**config.mk**
```make
export PLATFORM = sky130hd
export DESIGN_NAME = led_fader
export DESIGN_NICKNAME = d
export VERILOG_FILES = /design/src/rtl/led_pkg.sv /design/src/rtl/led_fader_channel.sv /design/src/rtl/led_fader.sv
export SDC_FILE = /design/constraint.sdc
export NUM_CORES = 1
export LEC_CHECK = 0
export ABC_AREA = 1
export ABC_CLOCK_PERIOD_IN_PS = 2400
export BUFFER_PORTS_ARGS = -buffer_cell sky130_fd_sc_hd__buf_2
export CAP_MARGIN = 20
export CORE_MARGIN = 3
export CORE_UTILIZATION = 55
export CTS_CLUSTER_SIZE = 20
export DETAILED_ROUTE_END_ITERATION = 10
export PLACE_DENSITY = 0.72
export SYNTH_ARGS = -nofsm -noshare
export SYNTH_HDL_FRONTEND = slang
export SYNTH_SLANG_ARGS = --single-unit
```
**constraint.sdc**
```tcl
create_clock -name clk50 -period 2.4 [get_ports clk50]
set_clock_uncertainty 0.15 [all_clocks]
set_input_delay 0 -clock clk50 [delete_from_list [all_inputs] [get_ports clk50]]
set_output_delay 0 -clock clk50 [all_outputs]
set_load 0.02 [all_outputs]
```
**src/rtl/led_pkg.sv**
```systemverilog
// Shared types and default sizes for the LED fader.
// No logic; compile first.
// No backpressure.
package led_pkg;

    typedef enum logic [1:0] {
        LOW  = 2'd0,
        RISE = 2'd1,
        HIGH = 2'd2,
        FALL = 2'd3
    } chan_state_t;

    localparam int LED_PWM_BITS = 8;
    localparam int LED_N        = 6;

endpackage

```
**src/rtl/led_fader_channel.sv**
```systemverilog
// One LED channel: LOW/RISE/HIGH/FALL ramp FSM, brightness register, PWM compare.
// led is registered, one cycle behind bright/pwm_cnt; ramps advance only on step_tick.
// No backpressure; target is held stable by the parent while ramping.
module led_fader_channel
    import led_pkg::*;
#(
    parameter int PWM_BITS = LED_PWM_BITS,
    parameter int STEP     = 8
) (
    input  logic                clk50,
    input  logic                rst,
    input  logic                step_tick,
    input  logic                target,
    input  logic [PWM_BITS-1:0] pwm_cnt,
    output logic                led,
    output logic                ramping
);

    localparam logic [PWM_BITS-1:0] MAX    = '1;
    localparam logic [PWM_BITS-1:0] STEP_V = PWM_BITS'(STEP);

    chan_state_t         state;
    logic [PWM_BITS-1:0] bright;

    always_ff @(posedge clk50 or posedge rst) begin
        if (rst) begin
            state   <= LOW;
            bright  <= '0;
            led     <= 1'b0;
            ramping <= 1'b0;
        end else begin
            led <= (bright == MAX) || (bright > pwm_cnt);
            case (state)
                LOW: begin
                    if (target) begin
                        state   <= RISE;
                        ramping <= 1'b1;
                    end
                end
                // A step that lands on or past full scale ends the ramp in the same update.
                RISE: begin
                    if (step_tick) begin
                        if (bright >= MAX - STEP_V) begin
                            bright  <= MAX;
                            state   <= HIGH;
                            ramping <= 1'b0;
                        end else begin
                            bright <= bright + STEP_V;
                        end
                    end
                end
                HIGH: begin
                    if (!target) begin
                        state   <= FALL;
                        ramping <= 1'b1;
                    end
                end
                FALL: begin
                    if (step_tick) begin
                        if (bright <= STEP_V) begin
                            bright  <= '0;
                            state   <= LOW;
                            ramping <= 1'b0;
                        end else begin
                            bright <= bright - STEP_V;
                        end
                    end
                end
                default: begin
                    state   <= LOW;
                    ramping <= 1'b0;
                end
            endcase
        end
    end

endmodule

```
**src/rtl/led_fader.sv**
```systemverilog
// Fades N_LEDS board LEDs toward a requested on/off pattern with per-LED PWM.
// leds lag brightness by one cycle; each ramp takes ceil(MAX/STEP) step_ticks.
// pattern_ready drops for the cycle after an accept and while any channel ramps; no queuing.
module led_fader
    import led_pkg::*;
#(
    parameter int N_LEDS   = LED_N,
    parameter int PWM_BITS = LED_PWM_BITS,
    parameter int PWM_DIV  = 4,
    parameter int STEP     = 8
) (
    input  logic              clk50,
    input  logic              rst,
    input  logic              step_tick,
    input  logic [N_LEDS-1:0] pattern,
    input  logic              pattern_valid,
    output logic              pattern_ready,
    output logic              busy,
    output logic [N_LEDS-1:0] leds
);

    localparam int PS_W = (PWM_DIV > 1) ? $clog2(PWM_DIV) : 1;

    logic [N_LEDS-1:0]   target;
    logic [N_LEDS-1:0]   ramping;
    logic                pending;
    logic                accept;
    logic [PS_W-1:0]     prescaler;
    logic [PWM_BITS-1:0] pwm_cnt;

    // ramping bits are flops updated with each channel's state, so busy tracks RISE/FALL exactly.
    assign busy          = |ramping;
    assign pattern_ready = !busy && !pending;
    assign accept        = pattern_valid && pattern_ready;

    always_ff @(posedge clk50 or posedge rst) begin
        if (rst) begin
            target  <= '0;
            pending <= 1'b0;
        end else begin
            pending <= accept;
            if (accept) begin
                target <= pattern;
            end
        end
    end

    always_ff @(posedge clk50 or posedge rst) begin
        if (rst) begin
            prescaler <= '0;
            pwm_cnt   <= '0;
        end else if (prescaler == PS_W'(PWM_DIV - 1)) begin
            prescaler <= '0;
            pwm_cnt   <= pwm_cnt + PWM_BITS'(1);
        end else begin
            prescaler <= prescaler + PS_W'(1);
        end
    end

    for (genvar i = 0; i < N_LEDS; i++) begin : g_ch
        led_fader_channel #(
            .PWM_BITS (PWM_BITS),
            .STEP     (STEP)
        ) u_ch (
            .clk50     (clk50),
            .rst       (rst),
            .step_tick (step_tick),
            .target    (target[i]),
            .pwm_cnt   (pwm_cnt),
            .led       (leds[i]),
            .ramping   (ramping[i])
        );
    end

endmodule

```
==> out/metrics.yaml <==
status:
  status: "complete, no violations"
placement:
  dp_hpwl_um: 10400
  io_buffers: 17
  dp_cells: 1031
  place.gp.congestion: 0.873
  post-place-ws_ps: 580
global_routing:
  grt-ovfl-total: 0
  grt_pass1_wl_um: 25500
  use_met1: 0.312
  grtUsageMet3: 0.0358
  busiest_layer: "met2"
  grt_max_degree: 78
  antenna_found_initial: 0
  use_met2: 0.414
  grt_pass1_vias: 5609
  track_usage: 0.242
sta:
  fin_ws_ps: 345
  tns_ps: 0
  rsz0062_at_grt: "false"
  hold_violations: 0
  drv_slew: 0
  period_share: 0.856
  tightest_slew_ps: 550
  final-setup-viol-count: 0
  fmax_mhz: 487
  holdWs_ps: 137
  slew_headroom: 0.633
  min_period_ps: 2050
floorplanning:
  die_x_um: 113
  core_area_um2: 11000
  pin_count: 18
  die_h_um: 113
  initial_core_util: 0.570
  die_area_um2: 12800
  rows: 38
cts:
  clock_sinks: 77
  cts_tree: "built"
  cts_buffer_depth: 2
  cts-root-buf: "clkbuf_16"
  cts_buffers: 9
  clk_pin_slew_ps: 60
  h-tree-depth: 3
  cts_setup_buffers: 0
  clock_latency_ps: 340
  ctsResizeCount: 0
synthesis:
  synth_warnings: 0
  syn_area_um2: 6290
  ys_seq_area_frac: 0.306
  synth_cells: 890
  syn_avg_cell_area_um2: 7.07
  synth_seq_cells: 77
  syn_nets: 986
  synth.distinct_cells: 27
finish:
  finalNonFillerCells: 1061
  n_antenna_cell: 0
  final_nets: 1012
  fill_cells: 960
  area_delta_synth_final_pct: 9.47
  drive_above_1_share: 0.0608
routing:
  drt_wl_total_um: 14400
  dr.pass1.iters: 5
  post_drt_wl_per_cell_um: 13.5
  ant_nets: 0
  vias: 5731
  drc: 0
  drtIter0Drc: 368
  drt-vias-per-instance: 5.40
critical_path:
  crit_chain: "inv_1 > nand2_1 > nor3_2 > nand3_1 > inv_2 > nand2_1 > nand2_1 > dlygate4sd3_1"
  path_common_cell: "nand2_1"
  cp_slowest_cell: "dlygate4sd3_1"
  path_class: "reg -> reg"
  crit_fanout: 7
  setup.worst_path.end_class: "flip-flop"
  worst_setup_path_start_kind: "flip-flop"
  crit_arrival_ps: 2180
  cp_slowest_stage_delay_ps: 550
  path_delay_family: "buffers and inverters"
  crit_buf_inv: 3
  worstPathRequired_ps: 2530
worst_hold_path:
  hold_class: "in -> reg"
power:
  p_leak_nw: 3.70
  power_density_nw_per_um2: 1250
  irDropWorstVdd_uv: 695
flow_run:
  cap_violations: 0
worst register-to-register path, cell delays in order, from the launching register on:
cell and delay (ps):
dfrtp_1 390, inv_1 90, nand2_1 70, nor3_2 200, nand3_1 240, inv_2 180
nand2_1 60, nand2_1 50, dlygate4sd3_1 550
power by group:
group | total (mW) | internal [mW] | switching [mW]
combinational | 4.54 | 1.79 | 2.75
sequential | 2.71 | 1.84 | 0.871
clock | 1.36 | 0.804 | 0.557
total | 8.61 | 4.43 | 4.18
cell families after synthesis:
| kind of cell | share of synthesized area |
|---|---|
| AO/OA/AOI/OAI | 0.0780 |
| XOR/XNOR | 0.0181 |
| adder cells (fa/ha/maj) | 0.171 |
| buffers and inverters | 0.0905 |
| flip-flops | 0.306 |
| AND/OR/NAND/NOR | 0.336 |
placed cells by master (no fill, tap or decap), types with 2 or more instances in the layout:
cell type	netlist	layout
dfrtp_1	77	77
o31ai_1	2	2
clkinv_2	0	3
nand3_2	6	6
dlygate4sd3_1	0	14
o21bai_1	6	6
o21ai_0	46	46
xor2_1	10	10
inv_1	116	115
clkinvlp_4	0	2
nand2_1	266	266
inv_2	2	2
ha_1	86	86
buf_2	5	17
o21a_1	8	8
a21oi_1	24	24
nand4_1	28	28
nand3_1	72	72
o21ai_1	4	4
clkbuf_16	0	9
nor2_4	6	6
xnor2_1	3	3
nor2_1	101	101
nor2_2	4	4
sequential cells by signal, summed over array words and instances (netlist names):
signal and cells:
prescaler 2, target 6, g_ch.u_ch.led 6, pwm_cnt 8, g_ch.u_ch.ramping 6, g_ch.u_ch.state 12
g_ch.u_ch.bright 36, pending 1
cell usage after synthesis, drive strengths merged:
master | n | area share
xnor2 | 3 | 0.0042
nor2 | 112 | 0.078
nor3 | 2 | 0.0024
nand3 | 78 | 0.067
ha | 86 | 0.17
or2 | 2 | 0.0020
o21bai | 6 | 0.0072
nand2 | 266 | 0.16
a21oi | 24 | 0.019
o21ai | 50 | 0.040
o31ai | 2 | 0.0024
buf | 18 | 0.020
inv | 118 | 0.070
nand4 | 28 | 0.028
dfrtp | 77 | 0.31
o21a | 8 | 0.0095
xor2 | 10 | 0.014
per-layer routing:
metal	wire, um	part of all wire
met1	6460	0.45
met3	708	0.049
met5	0	0
met2	6840	0.48
met4	349	0.024
metrics by stage:
stage	util	total power [mW]	instance area, um^2
floorplan	-	6.19	6290
global placement	0.585	6.89	6450
detailed placement	0.585	7.13	6450
CTS	0.624	8.62	6890
global route	0.624	9.62	6890
finish	0.624	8.61	6890
final cells by class:
cell class	count	area (um^2)	share of cell area
Timing Repair Buffer	33	253	0.0367
Sequential cell	77	1930	0.280
Clock buffer	10	229	0.0333
Tap cell	140	175	0.0254
Clock inverter	6	63.8	0.00927
Inverter	118	444	0.0645
Multi-Input combinational cell	677	3790	0.551
repair_timing:
| action | CTS | global route |
|---|---|---|
| hold buffers | 14 | 0 |
| hold endpoints to repair | 84 | 0 |
| setup endpoints to repair | 0 | 0 |
final timing paths:
path / start / to / slack [ps] / cells after the start
hold reg to reg: prescaler[0] / prescaler[0] / 280 / 1
hold / removal: step_tick / g_ch[1].u_ch.ramping / 140 / 6
max in group asynchronous: rst / g_ch[3].u_ch.bright[5] / 1620 / 4
setup / recovery: g_ch[1].u_ch.ramping / target[2] / 350 / 8
min in group asynchronous: rst / g_ch[4].u_ch.bright[7] / 160 / 4
setup reg to reg: g_ch[1].u_ch.ramping / target[2] / 350 / 8
No activity file was read; power rests on OpenSTA's default activity.
